## src/rtl/cover_toggle_collector.sv

```systemverilog
// Collects toggle-cover hits and reports each newly covered point's global index exactly once per clear.
// Latency: 1 cycle from first hit to out_valid. Backpressure: out_index holds until out_ready; later hits queue in pending.
// Comment: all state resets asynchronously when reset is low.
module cover_toggle_collector #(
    parameter int unsigned COVER_WIDTH = 4,
    parameter logic [63:0] COVER_INDEX = 64'd0,
    parameter int unsigned COVER_TOTAL = 8940,
    localparam int unsigned HW = $clog2(COVER_WIDTH + 1),
    localparam int unsigned IW = (COVER_WIDTH > 1) ? $clog2(COVER_WIDTH) : 1
) (
    input  logic                   clock,
    input  logic                   reset,
    input  logic [COVER_WIDTH-1:0] valid,
    input  logic                   clear,
    input  logic                   out_ready,
    output logic                   out_valid,
    output logic [63:0]            out_index,
    output logic [HW-1:0]          hit_count,
    output logic                   all_covered
);

    typedef enum logic {
        IDLE    = 1'b0,
        PRESENT = 1'b1
    } state_t;

    localparam logic [COVER_WIDTH-1:0] ONE = COVER_WIDTH'(1);

    state_t                 state_q;
    logic [COVER_WIDTH-1:0] seen_q;
    logic [COVER_WIDTH-1:0] seen_d;
    logic [COVER_WIDTH-1:0] pending_q;
    logic [HW-1:0]          hit_q;
    logic [HW-1:0]          hit_d;
    logic                   out_valid_q;
    logic [63:0]            out_index_q;
    logic                   all_q;

    logic [COVER_WIDTH-1:0] new_hits;
    logic [COVER_WIDTH-1:0] cand;
    logic [COVER_WIDTH-1:0] rest;
    logic [IW-1:0]          low_idx;
    logic [63:0]            load_index;

    function automatic logic [HW-1:0] popcnt(input logic [COVER_WIDTH-1:0] v);
        logic [HW-1:0] c;
        c = '0;
        for (int i = 0; i < int'(COVER_WIDTH); i++) begin
            c = c + HW'(v[i]);
        end
        return c;
    endfunction

    // A clear discards both the queued points and anything hit in the same cycle.
    always_comb begin
        new_hits = clear ? '0 : (valid & ~seen_q);
        cand     = clear ? '0 : (pending_q | new_hits);
        seen_d   = clear ? '0 : (seen_q | valid);
        hit_d    = clear ? '0 : (hit_q + popcnt(new_hits));
        low_idx  = '0;
        for (int i = int'(COVER_WIDTH) - 1; i >= 0; i--) begin
            if (cand[i]) begin
                low_idx = IW'(i);
            end
        end
        rest       = cand & ~(ONE << low_idx);
        load_index = COVER_INDEX + 64'(low_idx);
    end

    always_ff @(posedge clock or negedge reset) begin
        if (!reset) begin
            state_q     <= IDLE;
            seen_q      <= '0;
            pending_q   <= '0;
            hit_q       <= '0;
            out_valid_q <= 1'b0;
            out_index_q <= '0;
            all_q       <= 1'b0;
        end else begin
            seen_q <= seen_d;
            hit_q  <= hit_d;
            all_q  <= &seen_d;
            case (state_q)
                IDLE: begin
                    if (|cand) begin
                        state_q     <= PRESENT;
                        out_valid_q <= 1'b1;
                        out_index_q <= load_index;
                        pending_q   <= rest;
                    end else begin
                        pending_q   <= '0;
                    end
                end
                PRESENT: begin
                    if (out_ready) begin
                        if (|cand) begin
                            out_index_q <= load_index;
                            pending_q   <= rest;
                        end else begin
                            state_q     <= IDLE;
                            out_valid_q <= 1'b0;
                            pending_q   <= '0;
                        end
                    end else begin
                        pending_q <= cand;
                    end
                end
                default: begin
                    state_q     <= IDLE;
                    out_valid_q <= 1'b0;
                    pending_q   <= '0;
                end
            endcase
        end
    end

    assign out_valid   = out_valid_q;
    assign out_index   = out_index_q;
    assign hit_count   = hit_q;
    assign all_covered = all_q;

    // A presented index must not move or vanish until it is accepted.
    assert property (@(posedge clock) disable iff (!reset)
        (out_valid && !out_ready && !$isunknown(out_ready)) |=> (out_valid && $stable(out_index)));

    assert property (@(posedge clock) disable iff (!reset)
        hit_count <= HW'(COVER_WIDTH));

    assert property (@(posedge clock) disable iff (!reset)
        out_valid |-> (COVER_TOTAL == 0 || out_index < 64'(COVER_TOTAL)));

endmodule

```

## config.mk

```make
export PLATFORM = sky130hd
export DESIGN_NAME = cover_toggle_collector
export DESIGN_NICKNAME = d
export VERILOG_FILES = /design/src/rtl/cover_toggle_collector.sv
export SDC_FILE = /design/constraint.sdc
export NUM_CORES = 1
export LEC_CHECK = 0
export BUFFER_PORTS_ARGS = -buffer_cell sky130_fd_sc_hd__buf_2
export CAP_MARGIN = 15
export CORE_AREA = 8 8 82 84
export DETAILED_ROUTE_END_ITERATION = 6
export DIE_AREA = 0 0 90 92
export HOLD_SLACK_MARGIN = 0.15
export PLACE_DENSITY_LB_ADDON = 0.08
export SLEW_MARGIN = 15
export SYNTH_ARGS = -nofsm -noshare
export SYNTH_HDL_FRONTEND = slang
export SYNTH_SLANG_ARGS = --single-unit
```

## constraint.sdc

```tcl
create_clock -name clock -period 2.8 [get_ports clock]
set_input_delay 0.28 -clock clock [delete_from_list [all_inputs] [get_ports clock]]
set_output_delay 0.28 -clock clock [all_outputs]
set_load 0.02 [all_outputs]
```

==> results.md, run 1 <==
- Status: completed
- Largest area contributor in the netlist: buf_4
- Top cells by area, synth: buf_4 (35%), dfrtp_1 (30%), fa_1 (4.5%)
- Tightest Hold Check Type: in -> reg
- Initial DRC count: 13
- Share of layout cells above drive strength 1: 0.203
- R2R Path Start: seen_q[2]
- Final period utilization: 0.852
- Starting Density: 0.245
- Yosys warns: 0
- Number of synthesized flops with an enable pin: 0
- RePlAce Congestion: 0.716
- Die X: 90 um
- Vert. Die Dim: 92 um
- Crit Path Max Fanout: 3
- Top cell type's share of synthesized area: 0.352
- Overall routing resource usage: 0.0590
- DR WL/cell: 11.3 um
- WP buf/inv: 1
- Initial antenna violation count: 0
- Max Clock Skew: 0.00159 ns
- DRT antenna net count: 0
- Pre-CTS setup slack: 0.415 ns
- Post-detailed-placement half-perimeter wirelength: 2160 um
- Ys async rst share: 1.00
- Final setup viols: 0
- CP peak stage delay: about 0.50 ns
- Hold path startpoint: clear
- Worst Path Required: 2.94 ns
- Seq/Total Area, Yosys: 0.302
- CP Launch Type: flip-flop
- I/O pin count: 77
- Worst-case reg-to-reg path depth: 8
- Peak supply drop: 0.224 mV
- TritonCTS Buffers: 3
- Worst skew pair latency: approximately 0.25 ns
- Vias in the first global route: approximately 780
- Maxcap violations: 0
- Slowest cell on crit path: fa_1
- Power Dens Cells: between 500 and 600 nW/um^2
- Kind of critical path: reg -> reg
- Drt first pass iters: 3
- Routed vias: 703
- FF-to-FF End: hit_count[2]
- Antenna cell count: 0
- Area grow syn2layout: -1.99%
- Post-synth design cell area: 1320 um^2
- Most common cell in the netlist: buf_4
- Crit path top cell by count: fa_1
- Buffers added on ports: 14
- Post-Synthesis Cells: 136
- R2R setup slack: slightly above 0.4 ns
- Fillcell total: 622
- Final setup margin: 0.414 ns
- NumNets Final: 165
- CTS max path bufs: 2
- Residual DRC: 0
- Unique masters post-synth: 26
- Syn Area/Cell: about 9.7 um^2
- Setup TNS: 0 ns
- Fin crit period: 2.39 ns
- CP Capture Type: flip-flop
- WP data arrival: 2.53 ns
- Maximum clock frequency: 419 MHz
- CTS tree: built
- Clk sink count: 16
- Hold-fix buffers, CTS: 1
- Largest net degree at the start of global routing: 17
- Post_cts resized: 0
- Crit path max-delay family: adder cells
- Synth Flop Type: dfrtp_1
- Die area: a little over 8000 um^2
- CTS clk-pin slew, worst paths: about 0.070 ns
- First-pass GRT wire length: 3930 um
- GR Overflow Total: 0
- Unrepaired setup endpoints after global routing: no
- Vias/cell: 3.12
- Hold Fails Final Rpt: 0
- Final wirelength: 2540 um
- Critical path, cell by cell: nand2b_4 > or2_1 > fa_1 > inv_1 > fa_1 > fa_1 > xnor2_1 > nor2_1
- FP Rows: 27
- Synth top cells by count: buf_4 (62), dfrtp_1 (16), nor2_1 (14)
- Min-Delay Endpoint: hit_count[0]
- Static Leakage: 0.682 nW
- CTS Root Cell: clkbuf_8
- Core footprint: approximately 5400 um^2
- # Post-CTS Setup Buffers: 0
- Fin. max-slew vios: 0
- CTS H-tree depth: 1
- Yosys reg bits: 16
- Cell count of the worst hold path: 2
==> state kept, by name (all words and copies together) (netlist names) <==
| signal | count |
|---|---|
| pending_q | 4 |
| seen_q | 4 |
| hit_count | 3 |
| out_index | 2 |
| all_covered | 1 |
| out_valid | 1 |
| state_q | 1 |
==> cell usage in the layout, fill, tap and decap left out, types with 2 or more instances in the layout <==
| cell | synthesis | routed |
|---|---|---|
| a21o_1 | 3 | 3 |
| a21oi_1 | 4 | 4 |
| a21oi_4 | 2 | 2 |
| a41oi_1 | 2 | 2 |
| buf_2 | 0 | 14 |
| clkbuf_8 | 0 | 4 |
| conb_1 | 1 | 62 |
| dfrtp_1 | 16 | 16 |
| fa_1 | 3 | 3 |
| inv_1 | 5 | 5 |
| inv_2 | 2 | 2 |
| nand2b_4 | 4 | 4 |
| nor2_1 | 14 | 14 |
| nor2b_1 | 2 | 2 |
| nor3_1 | 2 | 2 |
| or2_1 | 2 | 2 |
==> stage by stage <==
| stage | instance area [um^2] | utilization | power [W] | std cells | hold WS [ns] |
|---|---|---|---|---|---|
| after floorplan | 1550 | - | 0.000543 | 197 | -0.0156 |
| after global placement | 1230 | 0.228 | 0.000531 | 220 | 0.238 |
| after detailed placement | 1230 | 0.228 | 0.000529 | 220 | 0.238 |
| after CTS | 1300 | 0.240 | 0.000748 | 225 | 0.265 |
| after global routing | 1300 | 0.240 | 0.000785 | 225 | 0.268 |
| final | 1300 | 0.240 | 0.000737 | 225 | 0.261 |
==> where the power goes <==
group	switching [W]	leakage, nW	total, W	internal, W
sequential	0.0000182	0.204	0.000280	0.000262
clock	0.0000866	0.0288	0.000211	0.000125
combinational	0.000174	0.449	0.000245	0.0000717
total	0.000278	0.682	0.000737	0.000458
==> kinds of logic after synthesis <==
| logic type | synth area share |
|---|---|
| fa+ha+maj | 0.0454 |
| buf+inv | 0.388 |
| simple gates | 0.136 |
| xor+xnor | 0.00662 |
| other cells | 0.00283 |
| compound gates | 0.118 |
| flops | 0.302 |
==> worst max-delay path by stage <==
stage,startpoint,end,cells after the start,slack (ns)
2_1_floorplan,clear,hit_count[2],9,0.44
3_3_place_gp,seen_q[2],hit_count[2],8,0.44
3_5_place_dp,seen_q[2],hit_count[2],8,0.42
4_1_cts,seen_q[2],hit_count[2],8,0.40
5_1_grt,seen_q[2],hit_count[2],8,0.33
6_report,seen_q[2],hit_count[2],8,0.41
==> layout make-up <==
| class | count | area (um^2) | area share |
|---|---|---|---|
| well taps | 72 | 90.1 | 0.0694 |
| flip-flops and latches | 16 | 400 | 0.309 |
| clock buffers | 4 | 55.1 | 0.0424 |
| inverters | 7 | 26.3 | 0.0203 |
| multi-input cells | 110 | 638 | 0.492 |
| repair buffers | 16 | 87.6 | 0.0675 |
==> per-layer routing <==
metal  part of all wire  wire length, um  vias up  track usage
met2               0.49             1250       39       0.0926
met4             0.0039               10        0       0.0125
met5                  0                0        -            0
li1                   -                -      339            -
met3               0.12              298        2       0.0424
met1               0.39              982      323       0.0635
No activity file was read; power rests on OpenSTA's default activity.
==> inputs of run 2 (changes only) <==
Settings changed: PLACE_DENSITY set to 0.5, PLACE_DENSITY_LB_ADDON 0.08 to unset, REMOVE_ABC_BUFFERS set to 1.
==> results.md, run 2 (synthesis gave the netlist of run 1 again) <==
- Status: completed
- I/O pin count: 77 (unchanged)
- CTS clk-pin slew, worst paths: 0.07 ns (about the same)
- DRT antenna net count: 0 (unchanged)
- Crit path top cell by count: fa_1
- Fin. max-slew vios: 0 (unchanged)
- Kind of critical path: reg -> reg
- Top flop regs: pending_q: 4 flops, seen_q: 4 flops, hit_count: 3 flops
- CTS max path bufs: 2 (unchanged)
- Fin area: 1300 um^2 (unchanged)
- Fin crit period: 2.38 ns (-0.00676 ns)
- Setup TNS: 0 ns (unchanged)
- GR Overflow Total: 0 (unchanged)
- Hold Fails Final Rpt: 0 (unchanged)
- Peak supply drop: 0.243 mV (+8.4%)
- Power Dens Cells: 565 nW/um^2 (-0.44%)
- Maxcap violations: 0 (unchanged)
- CP Launch Type: flip-flop
- Final setup viols: 0 (unchanged)
- DR WL/cell: 10.7 um (-5.1%)
- CP Capture Type: flip-flop
- Crit Path Max Fanout: 3 (unchanged)
- Initial antenna violation count: 0 (unchanged)
- Routed metal-1 wirelength: 1020 um (+3.6%)
- Final period utilization: 0.850 (-0.00241)
- CTS H-tree depth: 1 (unchanged)
- First-pass GRT wire length: 3780 um (-3.9%)
- # Post-CTS Setup Buffers: 0 (unchanged)
- Worst skew pair latency: 0.25 ns (about the same)
- R2R setup slack: 0.42 ns (about the same)
- CTS Root Cell: clkbuf_8
- Static Leakage: 0.682 nW (about the same)
- Die X: 90 um (unchanged)
- Drt first pass iters: 4 (+1)
- RePlAce Congestion: 0.698 (-2.6%)
- Slowest cell on crit path: fa_1
- Overall routing resource usage: 0.0564 (-0.00260)
- Met2 wire length: 1100 um (-12%)
- Worst Path Required: 2.95 ns (about the same)
- Vias/cell: 3.10 (-0.85%)
- Area grow syn2layout: -1.99% (unchanged)
- Unrepaired setup endpoints after global routing: no
- Post-detailed-placement half-perimeter wirelength: 2050 um (-5.1%)
- Vert. Die Dim: 92 um (unchanged)
- Starting Density: 0.245 (unchanged)
- Critical path, cell by cell: nand2b_4 > or2_1 > fa_1 > inv_1 > fa_1 > fa_1 > xnor2_1 > nor2_1
- Final wirelength: 2410 um (-5.1%)
- Initial DRC count: 10 (-3)
- WL met3: 280 um (-6.0%)
- Die area: 8280 um^2 (unchanged)
- Dpl cell area: 1230 um^2 (unchanged)
- NumNets Final: 165 (unchanged)
- Crit path max-delay family: adder cells
- Commonest non-fill, non-tap cell in the layout: conb_1
- Antenna cell count: 0 (unchanged)
- CTS tree: built
- Clk sink count: 16 (unchanged)
- Buffers added on ports: 14 (unchanged)
- Largest net degree at the start of global routing: 17 (unchanged)
- WP data arrival: 2.53 ns (about the same)
- WP buf/inv: 1 (unchanged)
- Share of layout cells above drive strength 1: 0.203 (unchanged)
- TritonCTS Buffers: 3 (unchanged)
- Maximum clock frequency: 420 MHz (+0.28%)
- Vias in the first global route: 798 (+3.0%)
- Residual DRC: 0 (unchanged)
- Tightest Hold Check Type: in -> reg
- Max Clock Skew: 0.00606 ns (+0.00448 ns)
- Core footprint: 5410 um^2 (unchanged)
- Routed vias: 697 (-0.85%)
- Most frequent cells in the layout: conb_1 (62), dfrtp_1 (16), nor2_1 (14), buf_2 (14), inv_1 (5)
- Max layer used: met4
- CP peak stage delay: 0.51 ns (about the same)
- FP Rows: 27 (unchanged)
-- run 2: area by class of cell --
type                    count  area (um^2)
fillers                   638         4110
flip-flops and latches     16          400
repair buffers             16         87.6
well taps                  72         90.1
clock buffers               4         55.1
inverters                   7         26.3
multi-input cells         110          638
-- run 2: stage by stage --
step	instances	util	worst slack, ns	hold WS [ns]	total power, W
floorplan	133	-	0.489	-0.0156	0.000470
global placement	220	0.228	0.450	0.220	0.000527
CTS	225	0.240	0.400	0.253	0.000746
detailed placement	220	0.228	0.405	0.221	0.000532
finish	225	0.240	0.421	0.254	0.000734
global route	225	0.240	0.291	0.269	0.000782
-- run 2: worst paths after layout --
check,cells past startpoint,startpoint,to
worst max-delay path,8,seen_q[2],hit_count[2]
worst min-delay path,2,clear,hit_count[2]
worst max register to register,8,seen_q[2],hit_count[2]
worst min register to register,1,state_q,out_valid
max in group asynchronous,2,reset,pending_q[3]
min in group asynchronous,2,reset,seen_q[2]
-- run 2: repair_timing --
action / CTS / global route
setup endpoints to repair: 0 / 0
endpoints found under the hold margin: 16 / 0
hold buffers: 1 / 0
resized for setup: 0 / 0
-- run 2: where the power goes --
group | switching [W] | internal, W
combinational | 0.000174 | 0.0000726
clock | 0.0000811 | 0.000125
sequential | 0.0000191 | 0.000262
-- run 2: layer usage --
layer / global-route usage / up-vias
met5: 0 / -
met4: 0.0125 / 0
met3: 0.0416 / 2
met2: 0.0883 / 42
met1: 0.0600 / 312
li1: - / 341
==> inputs of run 3 (changes only) <==
Settings changed: PLACE_DENSITY 0.5 to 0.52.
Clock period 2.8 ns to 2 ns, I/O delays scaled along.
==> results.md, run 3 (synthesis gave the netlist of run 1 again) <==
- Status: finished, violations left
- CTS clk-pin slew, worst paths: 0.06 ns (about the same)
- Vias in the first global route: 858 (+7.5%)
- Final core utilization: 0.251 (+0.0109)
- Crit path top cell by count: fa_2
- Crit path max-delay family: adder cells
- Final wirelength: 2360 um (-1.9%)
- Final setup margin: -0.341 ns (-0.762 ns)
- CP Launch Type: flip-flop
- Static Leakage: 0.707 nW (+3.7%)
- Area grow syn2layout: 2.46%
- Starting Density: 0.245 (unchanged)
- WP data arrival: 2.53 ns (about the same)
- Buffers added on ports: 14 (unchanged)
- CP peak stage delay: 0.53 ns (+0.02 ns)
- Initial antenna violation count: 0 (unchanged)
- Final period utilization: 1.17 (+0.321)
- CTS tree: built
- Top flop regs: pending_q: 4 flops, seen_q: 4 flops, hit_count: 3 flops
- GR Overflow Total: 0 (unchanged)
- WL met3: 241 um (-14%)
- Slowest cell on crit path: fa_2
- Pre-CTS setup slack: -0.383 ns (-0.788 ns)
- Antenna cell count: 0 (unchanged)
- Fin. max-slew vios: 0 (unchanged)
- Max Clock Skew: 0.00151 ns (-0.00455 ns)
- Worst skew pair latency: 0.24 ns (about the same)
- Critical path, cell by cell: nand2b_4 > or2_1 > fa_1 > inv_2 > fa_2 > fa_2 > nor2b_4
- Power Dens Cells: 744 nW/um^2 (+32%)
- Routed vias: 739 (+6.0%)
- Share of layout cells above drive strength 1: 0.264 (+0.0615)
- Final setup viols: 2 (+2)
- Total Power: 0.00101 W (+38%)
- Tightest Hold Check Type: in -> reg
- Largest net degree at the start of global routing: 17 (unchanged)
- Hold Fails Final Rpt: 0 (unchanged)
- WP buf/inv: 1 (unchanged)
- CTS max path bufs: 2 (unchanged)
- I/O pin count: 77 (unchanged)
- Dpl cell area: 1260 um^2 (+2.4%)
- Kind of critical path: reg -> reg
- Die area: 8280 um^2 (unchanged)
- Initial DRC count: 24 (+14)
- Most frequent cells in the layout: conb_1 (62), dfrtp_1 (16), nor2_1 (14), buf_2 (14), buf_4 (8)
- Maximum clock frequency: 427 MHz (+1.6%)
- RePlAce Congestion: 0.675 (-3.3%)
- DRT antenna net count: 0 (unchanged)
- Core footprint: 5410 um^2 (unchanged)
- CTS H-tree depth: 1 (unchanged)
- NumNets Final: 172 (+4.2%)
- TritonCTS Buffers: 3 (unchanged)
- Die X: 90 um (unchanged)
- Maxcap violations: 0 (unchanged)
- Residual DRC: 0 (unchanged)
- Clk sink count: 16 (unchanged)
- # placed instances: 224 (+1.8%)
- Peak supply drop: 0.485 mV (+100%)
- Drt first pass iters: 4 (unchanged)
- FP Rows: 27 (unchanged)
- Commonest non-fill, non-tap cell in the layout: conb_1
- CTS Root Cell: clkbuf_8
- DR WL/cell: 10.2 um (-4.5%)
- Vert. Die Dim: 92 um (unchanged)
- Fin cells: 231 (+2.7%)
- Unrepaired setup endpoints after global routing: yes
- Overall routing resource usage: 0.0599 (+0.00348)
- Crit Path Max Fanout: 2 (-1)
- CP Capture Type: flip-flop
- Met2 wire length: 1070 um (-2.6%)
- Routed metal-1 wirelength: 1040 um (+2.2%)
- First-pass GRT wire length: 4070 um (+7.7%)
- Fin crit period: 2.34 ns (-0.0384 ns)
- Post-detailed-placement half-perimeter wirelength: 1980 um (-3.1%)
- Vias/cell: 3.20 (+3.3%)
- Worst Path Required: 2.19 ns (-0.76 ns)
- Max layer used: met4
- Failing checks: negative setup slack
- Fin area: 1360 um^2 (+4.5%)
==> run 3: cell types whose count changed in the layout (fill, tap and decap cells not counted), sizes merged <==
cell,before,now
buf,15,22
clkbuf,4,3
==> run 3: final cells by class <==
cell class | instances | area (um^2)
Sequential cell | 16 | 400
Multi-Input combinational cell | 110 | 658
Inverter | 7 | 26.3
Tap cell | 72 | 90.1
Fill cell | 606 | 4050
Clock buffer | 3 | 41.3
Timing Repair Buffer | 23 | 140
==> run 3: path summary, 6_finish.rpt <==
path / cells after the start / slack (ns) / startpoint / end
max: 7 / -0.34 / seen_q[2] / hit_count[1]
min: 3 / 0.24 / valid[3] / seen_q[3]
max reg2reg: 7 / -0.34 / seen_q[2] / hit_count[1]
min reg2reg: 1 / 0.48 / state_q / out_valid
max in group asynchronous: 2 / 1.34 / reset / pending_q[3]
min in group asynchronous: 2 / 0.40 / reset / seen_q[2]
==> run 3: worst register-to-register path, delay by kind of cell, from the launching register on <==
kind,cells,cell delay (ns)
adder cells (fa/ha/maj),3,1.39
AND/OR/NAND/NOR,3,0.48
buffers and inverters,1,0.04
flip-flops,1,0.37
==> run 3: timing repair <==
item,in CTS,in global routing
pin swaps,1,0
hold buffers,1,0
endpoints found under the hold margin,16,0
endpoints found under the setup margin,2,3
gates resized for setup,2,4
setup buffers,2,1
==> run 3: where the power goes <==
part / internal [W] / leakage, nW / switching [W]
Sequential: 0.000367 / 0.204 / 0.0000264
Combinational: 0.000126 / 0.481 / 0.000251
Clock: 0.000133 / 0.0216 / 0.000105
==> run 3: stage by stage <==
| step | setup TNS [ns] | hold WS (ns) |
|---|---|---|
| final | -0.630 | 0.242 |
| after global routing | -0.833 | 0.275 |
| after CTS | -0.602 | 0.245 |
| after detailed placement | -0.726 | 0.146 |
| after global placement | -0.639 | 0.144 |
| after floorplan | -0.588 | -0.0956 |
==> run 3: layer usage <==
metal,vias to the layer above,track usage
li1,352,-
met1,343,0.0688
met2,42,0.0945
met3,2,0.0375
met4,0,0.00832
met5,-,0
